[src/rtl/ltc2311_pkg.sv]
// Shared types for the LTC2311-16 reader and its downstream blocks.
package ltc2311_pkg;

    localparam int SAMPLE_W = 16;

    typedef logic signed [SAMPLE_W-1:0] sample_t;

endpackage

[src/rtl/ltc2311_sample_fifo.sv]
// Synchronous first-word-fall-through FIFO. A push into a full FIFO is
// accepted only when a pop frees a slot on the same edge.
module ltc2311_sample_fifo
    import ltc2311_pkg::*;
#(
    parameter int WIDTH = SAMPLE_W,
    parameter int DEPTH = 4
) (
    input  logic                     clk,
    input  logic                     reset_n,
    input  logic                     clr,
    input  logic                     push,
    input  logic                     pop,
    input  logic [WIDTH-1:0]         wdata,
    output logic [WIDTH-1:0]         rdata,
    output logic                     empty,
    output logic                     full,
    output logic [$clog2(DEPTH):0]   level
);

    localparam int AW = $clog2(DEPTH);
    localparam int LW = AW + 1;

    logic [WIDTH-1:0] mem_q [DEPTH];
    logic [AW-1:0]    wr_ptr_q, wr_ptr_d;
    logic [AW-1:0]    rd_ptr_q, rd_ptr_d;
    logic [LW-1:0]    level_q, level_d;
    logic             push_en, pop_en;

    assign empty   = (level_q == '0);
    assign full    = (level_q == LW'(DEPTH));
    assign level   = level_q;
    assign rdata   = mem_q[rd_ptr_q];
    assign pop_en  = pop && !empty;
    assign push_en = push && (!full || pop_en);

    // Pointer and occupancy update; clr flushes without touching storage.
    always_comb begin
        wr_ptr_d = wr_ptr_q;
        rd_ptr_d = rd_ptr_q;
        level_d  = level_q;
        if (clr) begin
            wr_ptr_d = '0;
            rd_ptr_d = '0;
            level_d  = '0;
        end else begin
            if (push_en) wr_ptr_d = wr_ptr_q + AW'(1);
            if (pop_en)  rd_ptr_d = rd_ptr_q + AW'(1);
            if (push_en && !pop_en)      level_d = level_q + LW'(1);
            else if (!push_en && pop_en) level_d = level_q - LW'(1);
        end
    end

    // Storage and pointer registers.
    always_ff @(posedge clk or negedge reset_n) begin
        if (!reset_n) begin
            for (int i = 0; i < DEPTH; i++) mem_q[i] <= '0;
            wr_ptr_q <= '0;
            rd_ptr_q <= '0;
            level_q  <= '0;
        end else begin
            if (push_en && !clr) mem_q[wr_ptr_q] <= wdata;
            wr_ptr_q <= wr_ptr_d;
            rd_ptr_q <= rd_ptr_d;
            level_q  <= level_d;
        end
    end

endmodule

[src/rtl/ltc2311_sample_averager.sv]
// Averages blocks of 2^LOG2_AVG signed samples and queues the decimated
// results for a valid/ready consumer, flagging results lost to back-pressure.
module ltc2311_sample_averager
    import ltc2311_pkg::*;
#(
    parameter int LOG2_AVG   = 2,
    parameter int FIFO_DEPTH = 4
) (
    input  logic                          clk,
    input  logic                          reset_n,
    input  logic                          enable,
    input  logic                          clear,
    input  logic [SAMPLE_W-1:0]           in_data,
    input  logic                          in_valid,
    output logic [SAMPLE_W-1:0]           out_data,
    output logic                          out_valid,
    input  logic                          out_ready,
    output logic [$clog2(FIFO_DEPTH):0]   fifo_level,
    output logic                          overrun
);

    localparam int ACC_W = SAMPLE_W + LOG2_AVG;
    localparam int CW    = LOG2_AVG + 1;
    localparam int unsigned CNT_LAST_I = (1 << LOG2_AVG) - 1;
    localparam logic [CW-1:0] CNT_LAST = CNT_LAST_I[CW-1:0];

    logic signed [ACC_W-1:0] acc_q, acc_d;
    logic signed [ACC_W-1:0] sum, quot;
    logic [CW-1:0]           cnt_q, cnt_d;
    logic                    overrun_q, overrun_d;
    sample_t                 sample_s, result;
    logic                    accept, last, pop, fifo_empty, fifo_full;

    assign sample_s  = sample_t'(in_data);
    assign sum       = acc_q + ACC_W'(sample_s);
    assign quot      = sum >>> LOG2_AVG;
    assign result    = sample_t'(quot);
    assign accept    = in_valid && enable && !clear;
    assign last      = accept && (cnt_q == CNT_LAST);
    assign pop       = out_valid && out_ready && !clear;
    assign out_valid = !fifo_empty;
    assign overrun   = overrun_q;

    // Accumulate, restart the block on its last sample, track dropped results.
    always_comb begin
        acc_d     = acc_q;
        cnt_d     = cnt_q;
        overrun_d = overrun_q;
        if (clear) begin
            acc_d     = '0;
            cnt_d     = '0;
            overrun_d = 1'b0;
        end else if (accept) begin
            if (last) begin
                acc_d = '0;
                cnt_d = '0;
                if (fifo_full && !pop) overrun_d = 1'b1;
            end else begin
                acc_d = sum;
                cnt_d = cnt_q + CW'(1);
            end
        end
    end

    // Accumulator, sample count and sticky overrun registers.
    always_ff @(posedge clk or negedge reset_n) begin
        if (!reset_n) begin
            acc_q     <= '0;
            cnt_q     <= '0;
            overrun_q <= 1'b0;
        end else begin
            acc_q     <= acc_d;
            cnt_q     <= cnt_d;
            overrun_q <= overrun_d;
        end
    end

    ltc2311_sample_fifo #(
        .WIDTH (SAMPLE_W),
        .DEPTH (FIFO_DEPTH)
    ) u_fifo (
        .clk     (clk),
        .reset_n (reset_n),
        .clr     (clear),
        .push    (last),
        .pop     (pop),
        .wdata   (result),
        .rdata   (out_data),
        .empty   (fifo_empty),
        .full    (fifo_full),
        .level   (fifo_level)
    );

endmodule

[config.mk]
export PLATFORM = sky130hd
export DESIGN_NAME = ltc2311_sample_averager
export DESIGN_NICKNAME = d
export VERILOG_FILES = /design/src/rtl/ltc2311_pkg.sv /design/src/rtl/ltc2311_sample_fifo.sv /design/src/rtl/ltc2311_sample_averager.sv
export SDC_FILE = /design/constraint.sdc
export NUM_CORES = 1
export LEC_CHECK = 0
export CAP_MARGIN = 20
export CORE_AREA = 5 5 107 109
export DETAILED_ROUTE_END_ITERATION = 6
export DIE_AREA = 0 0 112 114
export PLACE_DENSITY = 0.85
export RECOVER_POWER = 25
export SYNTH_ARGS = -nofsm -noshare
export SYNTH_HDL_FRONTEND = slang
export SYNTH_HIERARCHICAL = 1
export SYNTH_SLANG_ARGS = --single-unit
[constraint.sdc]
create_clock -name clk -period 2.2 [get_ports clk]
set_input_delay 0.22 -clock clk [delete_from_list [all_inputs] [get_ports clk]]
set_output_delay 0.22 -clock clk [all_outputs]
set_load 0.02 [all_outputs]
# == After elaboration in Yosys (flattened, before gate mapping) ==
# Cells that the tools add are included.
# totals
reg_bits,93
in_bits,22
elab_cells,73
# op_classes
n_addsub,6
n_lt_le_gt_ge,3
eq_ne,2
mux,23
n_bitwise,2
reduce_logical,27
# ops
operator,n
bitwise mux 64 bit,1
2-to-1 mux 18 bit,3
2-to-1 mux 16 bit,3
binary-select mux 16 bit (select 2 bit),1
demux 16 bit (select 2 bit),1
adder 18 x 16 -> 18 bit,1
2-to-1 mux 3 bit,6
logical AND 1 bit,12
nonzero test 2 bit,5
2-to-1 mux 2 bit,4
"adder 3 x 1 -> 3 bit, second input constant",2
">= comparator 3 bit, second input constant",2
zero test 1 bit,6
inverter 2 -> 3 bit,2
"adder 2 x 1 -> 2 bit, second input constant",2
2-to-1 mux 1 bit,4
"equality test 3 x 2 -> 1 bit, second input constant",1
"equality test 3 bit, second input constant",1
zero test 3 bit,1
"less-than comparator 3 x 1 -> 1 bit, second input constant",1
AND reduction 3 bit,1
nonzero test 3 bit,1
"subtractor 3 x 1 -> 3 bit, second input constant",1
logical OR 1 bit,1

# == Logic depth before layout (Yosys ltp) ==
# Gate-level depths: netlist of the first run.
# logic_depth
depth_word,12
mapped_depth,11

# == Modules after synthesis ==
# Netlist of the first run, hierarchy kept.
# modules_own_cells
module,instances,cells_each,area_each_um2,seq_area_each_um2
ltc2311_sample_fifo,1,220,3565.9,1776.7
ltc2311_sample_averager,1,179,1747.9,550.5

# == Worst setup path after synthesis of the first run ==
# Ideal clock, no wire load.
# synth_path
kind,register -> register
startpoint,reg acc_q[0]
endpoint,reg u_fifo/mem_q[14] in the netlist's numbering
setup_time_ns,0.125
arrival_time_ns,2.287
required_ns,2.075
path_slack_ns,-0.212
stages_incl_launch_ff,10
synth_period_minus_slack_ns,2.412
path_cell_list,dfrtp_1 ha_1 fa_1 a211oi_2 o21ai_2 nand4_2 a211oi_1 or3_1 and2_1 mux2_2
# synth_via
elab_chain_cells,2
# synth_lines
element,line,rtl
from (decl),ltc2311_sample_averager.sv:27,"logic signed [ACC_W-1:0] acc_q, acc_d;"
from (signal assigned),ltc2311_sample_averager.sv:68,acc_q <= '0;
from (signal assigned),ltc2311_sample_averager.sv:72,acc_q <= acc_d;
adder 18 x 16 -> 18 bit,ltc2311_sample_averager.sv:35,assign sum = acc_q + ACC_W'(sample_s);
via sum[16],ltc2311_sample_averager.sv:28,"logic signed [ACC_W-1:0] sum, quot;"
bitwise mux 64 bit,ltc2311_sample_fifo.sv:62,if (push_en && !clr) mem_q[wr_ptr_q] <= wdata;
"to (signal, indexed assignment)",ltc2311_sample_fifo.sv:62,
to (decl),ltc2311_sample_fifo.sv:24,logic [WIDTH-1:0] mem_q [DEPTH];
# The timed path passes the listed nets, and every way through them passes these cells.
# A chain may end at the register's enable or synchronous reset.

# == Worst setup path in the final report of the first run ==
# layout_path
startpoint,reg acc_q[0]
endpoint,reg u_fifo/mem_q[44] in the netlist's numbering
# Same word-level chain as after synthesis.

==> results of run 1 <==
[cells by family (layout without fill, tap and decap cells)]
| kind of cell | count (synthesis) | after routing | synth area share, % |
|---|---|---|---|
| mux | 86 | 86 | 24.4 |
| flops | 93 | 93 | 43.8 |
| buf+inv | 30 | 135 | 4.03 |
| compound gates | 75 | 75 | 10.9 |
| simple gates | 73 | 73 | 8.03 |
| fa+ha+maj | 24 | 24 | 5.93 |
| xor+xnor | 18 | 18 | 2.97 |
[cell type report]
type                            count  area [um^2]
Tap cell                          140          175
Clock buffer                        9          124
Inverter                            6         22.5
Multi-Input combinational cell    276         3050
Clock inverter                      7         65.1
Timing Repair Buffer              113         1000
Sequential cell                    93         2330
Fill cell                         738         3740
[through the flow]
stage	std cells	instance area [um^2]	total power [uW]
after floorplan	399	5330	2160
after global placement	617	6320	2440
after detailed placement	617	6320	2470
after CTS	638	6580	3620
after global routing	644	6770	3850
final	644	6770	3680
[path summary, 6_finish.rpt]
check	end	slack, ns	depth (start not counted)
worst max-delay path	u_fifo/mem_q[44]	-0.28	9
worst min-delay path	u_fifo/mem_q[19]	0.51	1
worst max register to register	u_fifo/mem_q[44]	-0.28	9
worst min register to register	u_fifo/mem_q[19]	0.51	1
max in group asynchronous	u_fifo/level[2]	0.26	3
min in group asynchronous	acc_q[2]	0.55	2
[state kept, by name, indices dropped and copies added, names as in the netlist]
register         cells
u_fifo/level         3
u_fifo/rd_ptr_q      2
u_fifo/wr_ptr_q      2
cnt_q                3
u_fifo/mem_q        64
overrun              1
acc_q               18
[cell usage in the layout, fill, tap and decap left out, types with 16 or more instances in the layout]
cell	n
dfrtp_1	92
buf_4	61
mux2_4	47
clkdlybuf4s50_1	25
mux2_2	20
nor2_1	17
a22o_1	16
ha_1	16
dlygate4sd2_1	16
mux4_2	16
[power breakdown]
group	switching [uW]	leakage, uW	internal [uW]
sequential	25.4	0.00129	1740
combinational	435	0.00183	369
clock	666	0.0000995	441
total	1130	0.00321	2550
[what timing repair did]
item | in CTS | in global routing
setup buffers | 4 | 7
endpoints found under the setup margin | 48 | 54
hold buffers | 1 | 0
endpoints found under the hold margin | 38 | 0
pin swaps | 10 | 13
resized for setup | 24 | 28
[worst register-to-register path, cell delays in order (launching register included)]
cell      delay, ns
dfrtp_1        0.39
ha_2           0.20
fa_2           0.38
a211oi_4       0.26
o21ai_2        0.12
nand4_2        0.12
a21oi_2        0.08
or3_4          0.39
and2_4         0.18
mux2_4         0.26
[layer usage]
layer,vias up,track usage (%)
li1,1677,-
met1,1923,24.4
met2,100,32.7
met3,26,3.61
met4,0,6.49
met5,-,0
==> out/metrics.cfg, run 1 <==
[outcome]
outcome = finished, violations left
violations = setup timing

[yosys]
synth_area_leaders = dfrtp_1, mux2_4, mux4_2
synthArstFlopShare_pct = 100
syn_avg_cell_area_um2 = 13.3
synth_seq_area_share_pct = 43.8
ys.flop_type = dfrtp_1
yosysMostFrequentCell = dfrtp_1
syn-num-nets = 445
netlist_area_um2 = 5310
yosysUniqueCellTypes = 61
yosysTopAreaCell = dfrtp_1
synth_top_cells_by_count = dfrtp_1, mux2_4, mux2_2
synth_cells = 399
yosys_warnings = 6
ys_ff_latch = 93
synth_top_area_share_pct = 43.8
synth_edf_count = 0

[drt]
m1WireLength_um = 5410
routed_wirelength_um = 12800
met3_wirelength_um = 539
drc = 0
dr.first_iter.drc_count = 191
viasPerCell = 5.79
via_count = 3726
wl_met2_um = 6470
highest_layer = met4
ant_nets = 0
post_drt_wl_per_cell_um = 19.8
drt_pass1_iterations = 5

[grt]
antenna_found_initial = 0
gr-usage-all-layers_pct = 19.1
grt_max_degree = 56
grt_pass1_vias = 3896
overflow = 0
grt_pass1_wl_um = 19700

[worst_setup_path]
crit_type = reg -> reg
cp_max_fo = 4
cp_data_arrival_time_ns = 2.74
max_stage_delay_ns = 0.39
path_delay_family = simple AND/OR/NAND/NOR gates
cpMaxStageDelayCell = dfrtp_1
end_kind = flop
path_cells = ha_2 -> fa_2 -> a211oi_4 -> o21ai_2 -> nand4_2 -> a21oi_2 -> or3_4 -> and2_4 -> mux2_4
start_kind = flop
critPathRequiredTime_ns = 2.46
timing.rr.start = acc_q[0]
setup.worst_path.start = acc_q[0]
path_buf_inv = 0

[final_layout]
area_growth_pct = 27.4
antenna_cells = 0
drive_gt1_share_pct = 43.1
post-route-util_pct = 64.4
nNetsFinal = 545

[die]
start_util_pct = 50.6
die_h_um = 114
fp.dieArea_um2 = 12800
fp.dieW_um = 112
ios = 43
coreArea_um2 = 10500
fp-row-count = 38

[placement]
hpwl_um = 8370
preCtsSetupSlack_ns = -0.524
io_buffers = 42
gp_congestion = 0.846

[sta]
layout_setup_ws_ns = -0.280
min_period_ns = 2.48
fin_crit_sh_pct = 113
rsz0062_at_grt = yes
setup_viol = 31
worst_clock_skew_ns = 0.0105
setup_tns_ns = -4.00
hold_viol = 0
whs_ns = 0.510
clock.fmax_mhz = 403
worst_slew_pin_slew_ns = 0.972
max_slew_margin_pct = 35.2
finalMaxSlewViolations = 0

[cts]
clkTransAtPathRegs_ns = 0.10
cts_tree = done
htreeDepth = 3
cts_max_path_buffers = 2
clock-root-buffer = clkbuf_8
clock-sinks = 93
cts-buffers-inserted = 9
worstSkewPairLatency_ns = 0.37

[pwr]
p_per_area_nw_per_um2 = 543
irDropWorstVdd_uv = 307
leakage_uw = 0.00321

[min_path]
hold_class = reg -> reg
hold_start = u_fifo/mem_q[19]

[job]
maxCapViolations = 0

No activity file was read; power rests on OpenSTA's default activity.
==> run 2, diff against run 1 <==
--- a/config.mk
+++ b/config.mk
@@ -6,12 +6,13 @@
 export NUM_CORES = 1
 export LEC_CHECK = 0
 export CAP_MARGIN = 20
-export CORE_AREA = 5 5 107 109
+export CORE_AREA = 5 5 101 103
 export DETAILED_ROUTE_END_ITERATION = 6
-export DIE_AREA = 0 0 112 114
-export PLACE_DENSITY = 0.85
+export DIE_AREA = 0 0 106 108
+export PLACE_DENSITY = 0.9
 export RECOVER_POWER = 25
 export SYNTH_ARGS = -nofsm -noshare
 export SYNTH_HDL_FRONTEND = slang
 export SYNTH_HIERARCHICAL = 1
 export SYNTH_SLANG_ARGS = --single-unit
+export TNS_END_PERCENT = 50
==> constraint.sdc (replaced) <==
create_clock -name clk -period 2.8 [get_ports clk]
set_input_delay 0.28 -clock clk [delete_from_list [all_inputs] [get_ports clk]]
set_output_delay 0.28 -clock clk [all_outputs]
set_load 0.02 [all_outputs]
==> out/metrics.cfg, run 2 (synthesis gave the netlist of run 1 again) <==
[outcome]
outcome = complete, no violations

[worst_setup_path]
path_delay_family = simple AND/OR/NAND/NOR gates
cp_max_fo = 4  ; unchanged
cp_data_arrival_time_ns = 2.84  ; +0.10 ns
critPathRequiredTime_ns = 3.04  ; +0.58 ns
path_cells = ha_1 -> fa_1 -> a211oi_2 -> o21ai_2 -> nand4_2 -> a21oi_1 -> or3_1 -> and2_1 -> mux2_4
crit_cells = 9  ; unchanged
r2r_cells = 9  ; unchanged
crit_type = reg -> reg
end_kind = flop
path_buf_inv = 0  ; unchanged
max_stage_delay_ns = 0.40  ; about the same
cpMaxStageDelayCell = dfrtp_1
start_kind = flop

[final_layout]
seq_area_um2 = 2330  ; about the same
drive_gt1_share_pct = 32.2  ; -11 points
final_cell_mix = dfrtp_1, clkdlybuf4s50_1, mux2_4
final_cell_area_um2 = 6160  ; -9.0%
nNetsFinal = 505  ; -7.3%
area_growth_pct = 16.0
top_register = u_fifo/mem_q
post-route-util_pct = 67.7  ; +3.2 points
largest_reg_flops = 64  ; unchanged
reg.largest.list = u_fifo/mem_q (64), acc_q (18)
layout_commonest_cell = dfrtp_1
n_fill_cell = 639  ; -13%
multi_input_area_um2 = 2840  ; -7.0%
final_cells = 574  ; -11%
antenna_cells = 0  ; unchanged

[placement]
preCtsSetupSlack_ns = -0.197  ; +0.327 ns
hpwl_um = 7670  ; -8.3%
placement.cell_area_um2 = 5950  ; -5.7%
io_buffers = 42  ; unchanged
gp_congestion = 0.877  ; +3.6%
placed_cells = 556  ; -9.9%

[min_path]
hold_class = reg -> reg
whs_path_depth = 1  ; unchanged

[cts]
clkTransAtPathRegs_ns = 0.09  ; about the same
clock-root-buffer = clkbuf_8
worstSkewPairLatency_ns = 0.35  ; -0.02 ns
cts_max_path_buffers = 2  ; unchanged
htreeDepth = 3  ; unchanged
cts_tree = done
cts-buffers-inserted = 9  ; unchanged
clock-sinks = 93  ; unchanged

[die]
die_h_um = 108  ; -5.3%
fp.dieW_um = 106  ; -5.4%
start_util_pct = 58.3  ; +7.8 points
fp.dieArea_um2 = 11400  ; -10%
ios = 43  ; unchanged
coreArea_um2 = 9110  ; -13%
fp-row-count = 35  ; -7.9%

[drt]
routed_wirelength_um = 11000  ; -14%
drt_pass1_iterations = 4  ; -1
dr.first_iter.drc_count = 202  ; +5.8%
via_count = 3430  ; -7.9%
drc = 0  ; unchanged
viasPerCell = 5.98  ; +3.3%
post_drt_wl_per_cell_um = 19.1  ; -3.5%
ant_nets = 0  ; unchanged

[grt]
grt_max_degree = 49  ; -13%
grt.busiest_layer = met2
overflow = 0  ; unchanged
use_met1_pct = 27.6  ; +3.1 points
grtUsageMet3_pct = 4.54  ; +0.93 points
met2_usage_pct = 34.1  ; +1.4 points
grt_pass1_wl_um = 18600  ; -5.4%
antenna_found_initial = 0  ; unchanged
grt_pass1_vias = 3712  ; -4.7%
gr-usage-all-layers_pct = 20.5  ; +1.5 points

[pwr]
switching_share_pct = 28.2  ; -2.4 points
p_int_uw = 1960  ; -23%
leakage_uw = 0.00288  ; -10%
share_seq_of_total_power_pct = 50.7  ; +2.7 points
p_comb_share_pct = 16.6  ; -5.3 points
irDropWorstVdd_uv = 342  ; +12%
clkPwrFrac_pct = 32.7  ; +2.6 points
p_per_area_nw_per_um2 = 443  ; -18%
switching_power_uw = 771  ; -32%

[job]
maxCapViolations = 0  ; unchanged

[sta]
layout_setup_ws_ns = 0.207  ; +0.487 ns
worst_clock_skew_ns = 0.00576  ; -0.00477 ns
max_slew_margin_pct = 22.0  ; -13 points
rsz0062_at_grt = no
setup_viol = 0  ; -100%
clock.fmax_mhz = 386  ; -4.4%
min_period_ns = 2.59  ; +0.113 ns
hold_viol = 0  ; unchanged
worst_slew_pin_slew_ns = 1.17  ; +0.199 ns
finalMaxSlewViolations = 0  ; unchanged
setup_tns_ns = 0  ; +4.00 ns
fin_crit_sh_pct = 92.6  ; -20 points

run 2: area by class of cell:
cell class / instances / share of cell area (%)
multi-input combinational: 276 / 46.1
sequential: 93 / 37.8
timing repair buffer: 73 / 10.5
inverter: 6 / 0.365
clock buffer: 10 / 2.07
clock inverter: 5 / 0.975
tap: 111 / 2.25
run 2: routing by layer:
metal / routed length (um) / part of all wire (%) / vias to the layer above
li1: - / - / 1589
met1: 4990 / 45 / 1748
met4: 131 / 1.2 / 0
met3: 449 / 4.1 / 15
met5: 0 / 0 / -
met2: 5410 / 49 / 78
run 2: power by group through the flow:
stage / clock, uW / combinational (uW) / sequential (uW)
finish: 893 / 454 / 1390
global placement: 0 / 432 / 1410
detailed placement: 0 / 450 / 1410
global route: 973 / 501 / 1390
CTS: 912 / 455 / 1390
floorplan: 0 / 286 / 1410
run 2: path summary, 6_finish.rpt:
| check | from | endpoint | slack, ns |
|---|---|---|---|
| min reg2reg | acc_q[16] | acc_q[16] | 0.50 |
| max in group asynchronous | reset_n | u_fifo/mem_q[21] | 0.96 |
| max reg2reg | acc_q[0] | u_fifo/mem_q[28] | 0.21 |
| min | acc_q[16] | acc_q[16] | 0.50 |
| min in group asynchronous | reset_n | acc_q[11] | 0.68 |
| max | acc_q[0] | u_fifo/mem_q[28] | 0.21 |
run 2: worst reg2reg max path, delay by kind of cell (launching register included):
kind                     cells  cell delay, ns
AND/OR/NAND/NOR              3            0.68
flip-flops                   1            0.40
AO/OA/AOI/OAI                3            0.51
adder cells (fa/ha/maj)      2            0.61
multiplexers                 1            0.27
run 2: stage by stage:
| step | hold WS [ns] | power (uW) |
|---|---|---|
| CTS | 0.469 | 2750 |
| floorplan | -0.0156 | 1690 |
| finish | 0.502 | 2730 |
| global placement | 0.326 | 1840 |
| detailed placement | 0.324 | 1860 |
| global route | 0.529 | 2860 |
run 2: what timing repair did:
item                                   4_1_cts  5_1_grt
buffers inserted                             0        1
setup endpoints to repair                    0        1
endpoints found under the hold margin       46        0
hold buffers                                 1        0
resized for setup                            0        0
==> run 3, diff against run 2 <==
--- a/config.mk
+++ b/config.mk
@@ -9,7 +9,7 @@
 export CORE_AREA = 5 5 101 103
 export DETAILED_ROUTE_END_ITERATION = 6
 export DIE_AREA = 0 0 106 108
-export PLACE_DENSITY = 0.9
+export PLACE_DENSITY = 0.8
 export RECOVER_POWER = 25
 export SYNTH_ARGS = -nofsm -noshare
 export SYNTH_HDL_FRONTEND = slang
==> out/metrics.cfg, run 3 (synthesis gave the netlist of run 1 again) <==
[placement]
io_buffers = 42  ; unchanged
gp_congestion = 0.844  ; -3.8%
preCtsSetupSlack_ns = -0.220  ; -0.0228 ns
hpwl_um = 7840  ; +2.2%

[sta]
hold_viol = 0  ; unchanged
worst_slew_pin_slew_ns = 1.13  ; -0.0410 ns
min_period_ns = 2.63  ; +0.0410 ns
max_slew_margin_pct = 24.7  ; +2.7 points
setup_viol = 0  ; unchanged
fin_crit_sh_pct = 94.1  ; +1.5 points
layout_setup_ws_ns = 0.166  ; -0.0410 ns
rsz0062_at_grt = no
finalMaxSlewViolations = 0  ; unchanged
worst_clock_skew_ns = 0.0171  ; +0.0113 ns
setup_tns_ns = 0  ; unchanged
clock.fmax_mhz = 380  ; -1.6%

[worst_setup_path]
cp_max_fo = 4  ; unchanged
cpMaxStageDelayCell = fa_1
path_cells = ha_1 -> fa_1 -> a211oi_2 -> o21ai_2 -> nand4_2 -> a211oi_1 -> or3_1 -> and2_1 -> mux2_4
max_stage_delay_ns = 0.42  ; +0.02 ns
r2r_cells = 9  ; unchanged
start_kind = flop
r2r_end = u_fifo/mem_q[62]
path_delay_family = simple AND/OR/NAND/NOR gates
path_buf_inv = 0  ; unchanged
cp_data_arrival_time_ns = 2.88  ; +0.04 ns
crit_type = reg -> reg
timing.rr.start = acc_q[0]
critPathRequiredTime_ns = 3.04  ; about the same
reg2reg_slack_ns = 0.17  ; -0.04 ns
end_kind = flop

[final_layout]
final_cell_mix = dfrtp_1, clkdlybuf4s50_1, mux2_4
nNetsFinal = 509  ; +0.79%
top_register = u_fifo/mem_q
seq_area_um2 = 2330  ; unchanged
area_growth_pct = 18.1
antenna_cells = 0  ; unchanged
multi_input_area_um2 = 2840  ; unchanged
drive_gt1_share_pct = 33.3  ; +1.2 points
reg.largest.list = u_fifo/mem_q (64), acc_q (18)
n_fill_cell = 641  ; +0.31%
layout_commonest_cell = dfrtp_1
largest_reg_flops = 64  ; unchanged

[cts]
cts_resized = 0  ; unchanged
cts-buffers-inserted = 9  ; unchanged
clock-sinks = 93  ; unchanged
htreeDepth = 3  ; unchanged
clkTransAtPathRegs_ns = 0.10  ; about the same
cts_max_path_buffers = 2  ; unchanged
worstSkewPairLatency_ns = 0.37  ; +0.02 ns
clock-root-buffer = clkbuf_8
cts_tree = done

[min_path]
hold_class = reg -> reg
hold_path_end = acc_q[11]
hold_start = acc_q[11]
whs_path_depth = 2  ; +1

[pwr]
leakage_uw = 0.00294  ; +2.1%
p_int_uw = 2150  ; +9.8%
share_seq_of_total_power_pct = 47.1  ; -3.6 points
irDropWorstVdd_uv = 260  ; -24%
switching_share_pct = 26.8  ; -1.4 points
p_comb_share_pct = 15.9  ; -0.7 points
p_per_area_nw_per_um2 = 468  ; +5.6%
clkPwrFrac_pct = 37.0  ; +4.3 points
switching_power_uw = 788  ; +2.1%

[drt]
ant_nets = 0  ; unchanged
drt_pass1_iterations = 4  ; unchanged
drc = 0  ; unchanged
post_drt_wl_per_cell_um = 19.5  ; +2.1%
routed_wirelength_um = 11300  ; +3.0%
via_count = 3469  ; +1.1%
dr.first_iter.drc_count = 146  ; -28%
viasPerCell = 5.99  ; +0.26%

[job]
maxCapViolations = 0  ; unchanged

[grt]
antenna_found_initial = 0  ; unchanged
grt_pass1_wl_um = 19200  ; +3.0%
grt_max_degree = 53  ; +8.2%
grt_pass1_vias = 3786  ; +2.0%
overflow = 0  ; unchanged
gr-usage-all-layers_pct = 21.1  ; +0.52 points

[die]
coreArea_um2 = 9110  ; unchanged
fp.dieArea_um2 = 11400  ; unchanged
ios = 43  ; unchanged
die_h_um = 108  ; unchanged
fp.dieW_um = 106  ; unchanged
fp-row-count = 35  ; unchanged
start_util_pct = 58.3  ; unchanged

[outcome]
outcome = complete, no violations

==> run 3: cell types whose count changed in the layout (fill, tap and decap cells not counted), sizes merged <==
cell,before,now
clkbuf,13,10
buf,28,34
bufinv,1,3
==> run 3: how the worst max path moves through the flow <==
stage	slack (ns)	to	depth (start not counted)	startpoint
CTS	0.008	u_fifo/mem_q[32]	7	cnt_q[0]
global route	0.04	u_fifo/mem_q[62]	3	reset_n
finish	0.17	u_fifo/mem_q[62]	9	acc_q[0]
global placement	-0.15	u_fifo/mem_q[35]	7	clear
floorplan	0.39	u_fifo/mem_q[14]	9	acc_q[0]
detailed placement	-0.22	u_fifo/mem_q[32]	7	clear
==> run 3: tightest hold or removal path, cell delays in order, from the launching register on <==
cell	delay [ns]
dfrtp_1	0.37
a21oi_1	0.07
nand2_1	0.05
==> run 3: final cells by class <==
cell class                      count  share of cell area (%)
Multi-Input combinational cell    276                    45.2
Sequential cell                    93                    37.1
Timing Repair Buffer               77                    11.3
Tap cell                          111                    2.21
Clock buffer                        9                    1.97
Clock inverter                      7                    1.91
Inverter                            6                   0.359
==> run 3: stage by stage <==
| step | hold slack, ns | total power (uW) | area (um^2) | std cells | util, % |
|---|---|---|---|---|---|
| final | 0.512 | 2940 | 6280 | 579 | 68.9 |
| after detailed placement | 0.306 | 1870 | 6010 | 558 | 65.9 |
| after floorplan | -0.0156 | 1690 | 5310 | 399 | - |
| after global placement | 0.300 | 1860 | 6010 | 558 | 65.9 |
| after CTS | 0.449 | 2970 | 6260 | 575 | 68.7 |
| after global routing | 0.532 | 3070 | 6280 | 579 | 68.9 |
==> run 3: routing by layer <==
metal  wire, um  share of wire [%]  global-route usage [%]
met4        129                1.1                    5.37
met3        518                4.6                    3.94
met2       5670                 50                    36.6
met5          0                  0                       0
met1       4990                 44                    27.5
==> run 3: what timing repair did <==
| item | CTS | global route |
|---|---|---|
| hold endpoints to repair | 41 | 0 |
| setup buffers | 0 | 3 |
| pin swaps | 1 | 0 |
| endpoints found under the setup margin | 6 | 6 |
| cloned | 0 | 0 |
| hold buffers | 1 | 0 |
==> run 3: power groups by stage <==
| stage | registers, uW | clock network (uW) | logic (uW) |
|---|---|---|---|
| floorplan | 1410 | 0 | 286 |
| global placement | 1410 | 0 | 447 |
| detailed placement | 1410 | 0 | 461 |
| CTS | 1390 | 1110 | 470 |
| global route | 1390 | 1170 | 513 |
| finish | 1390 | 1090 | 466 |
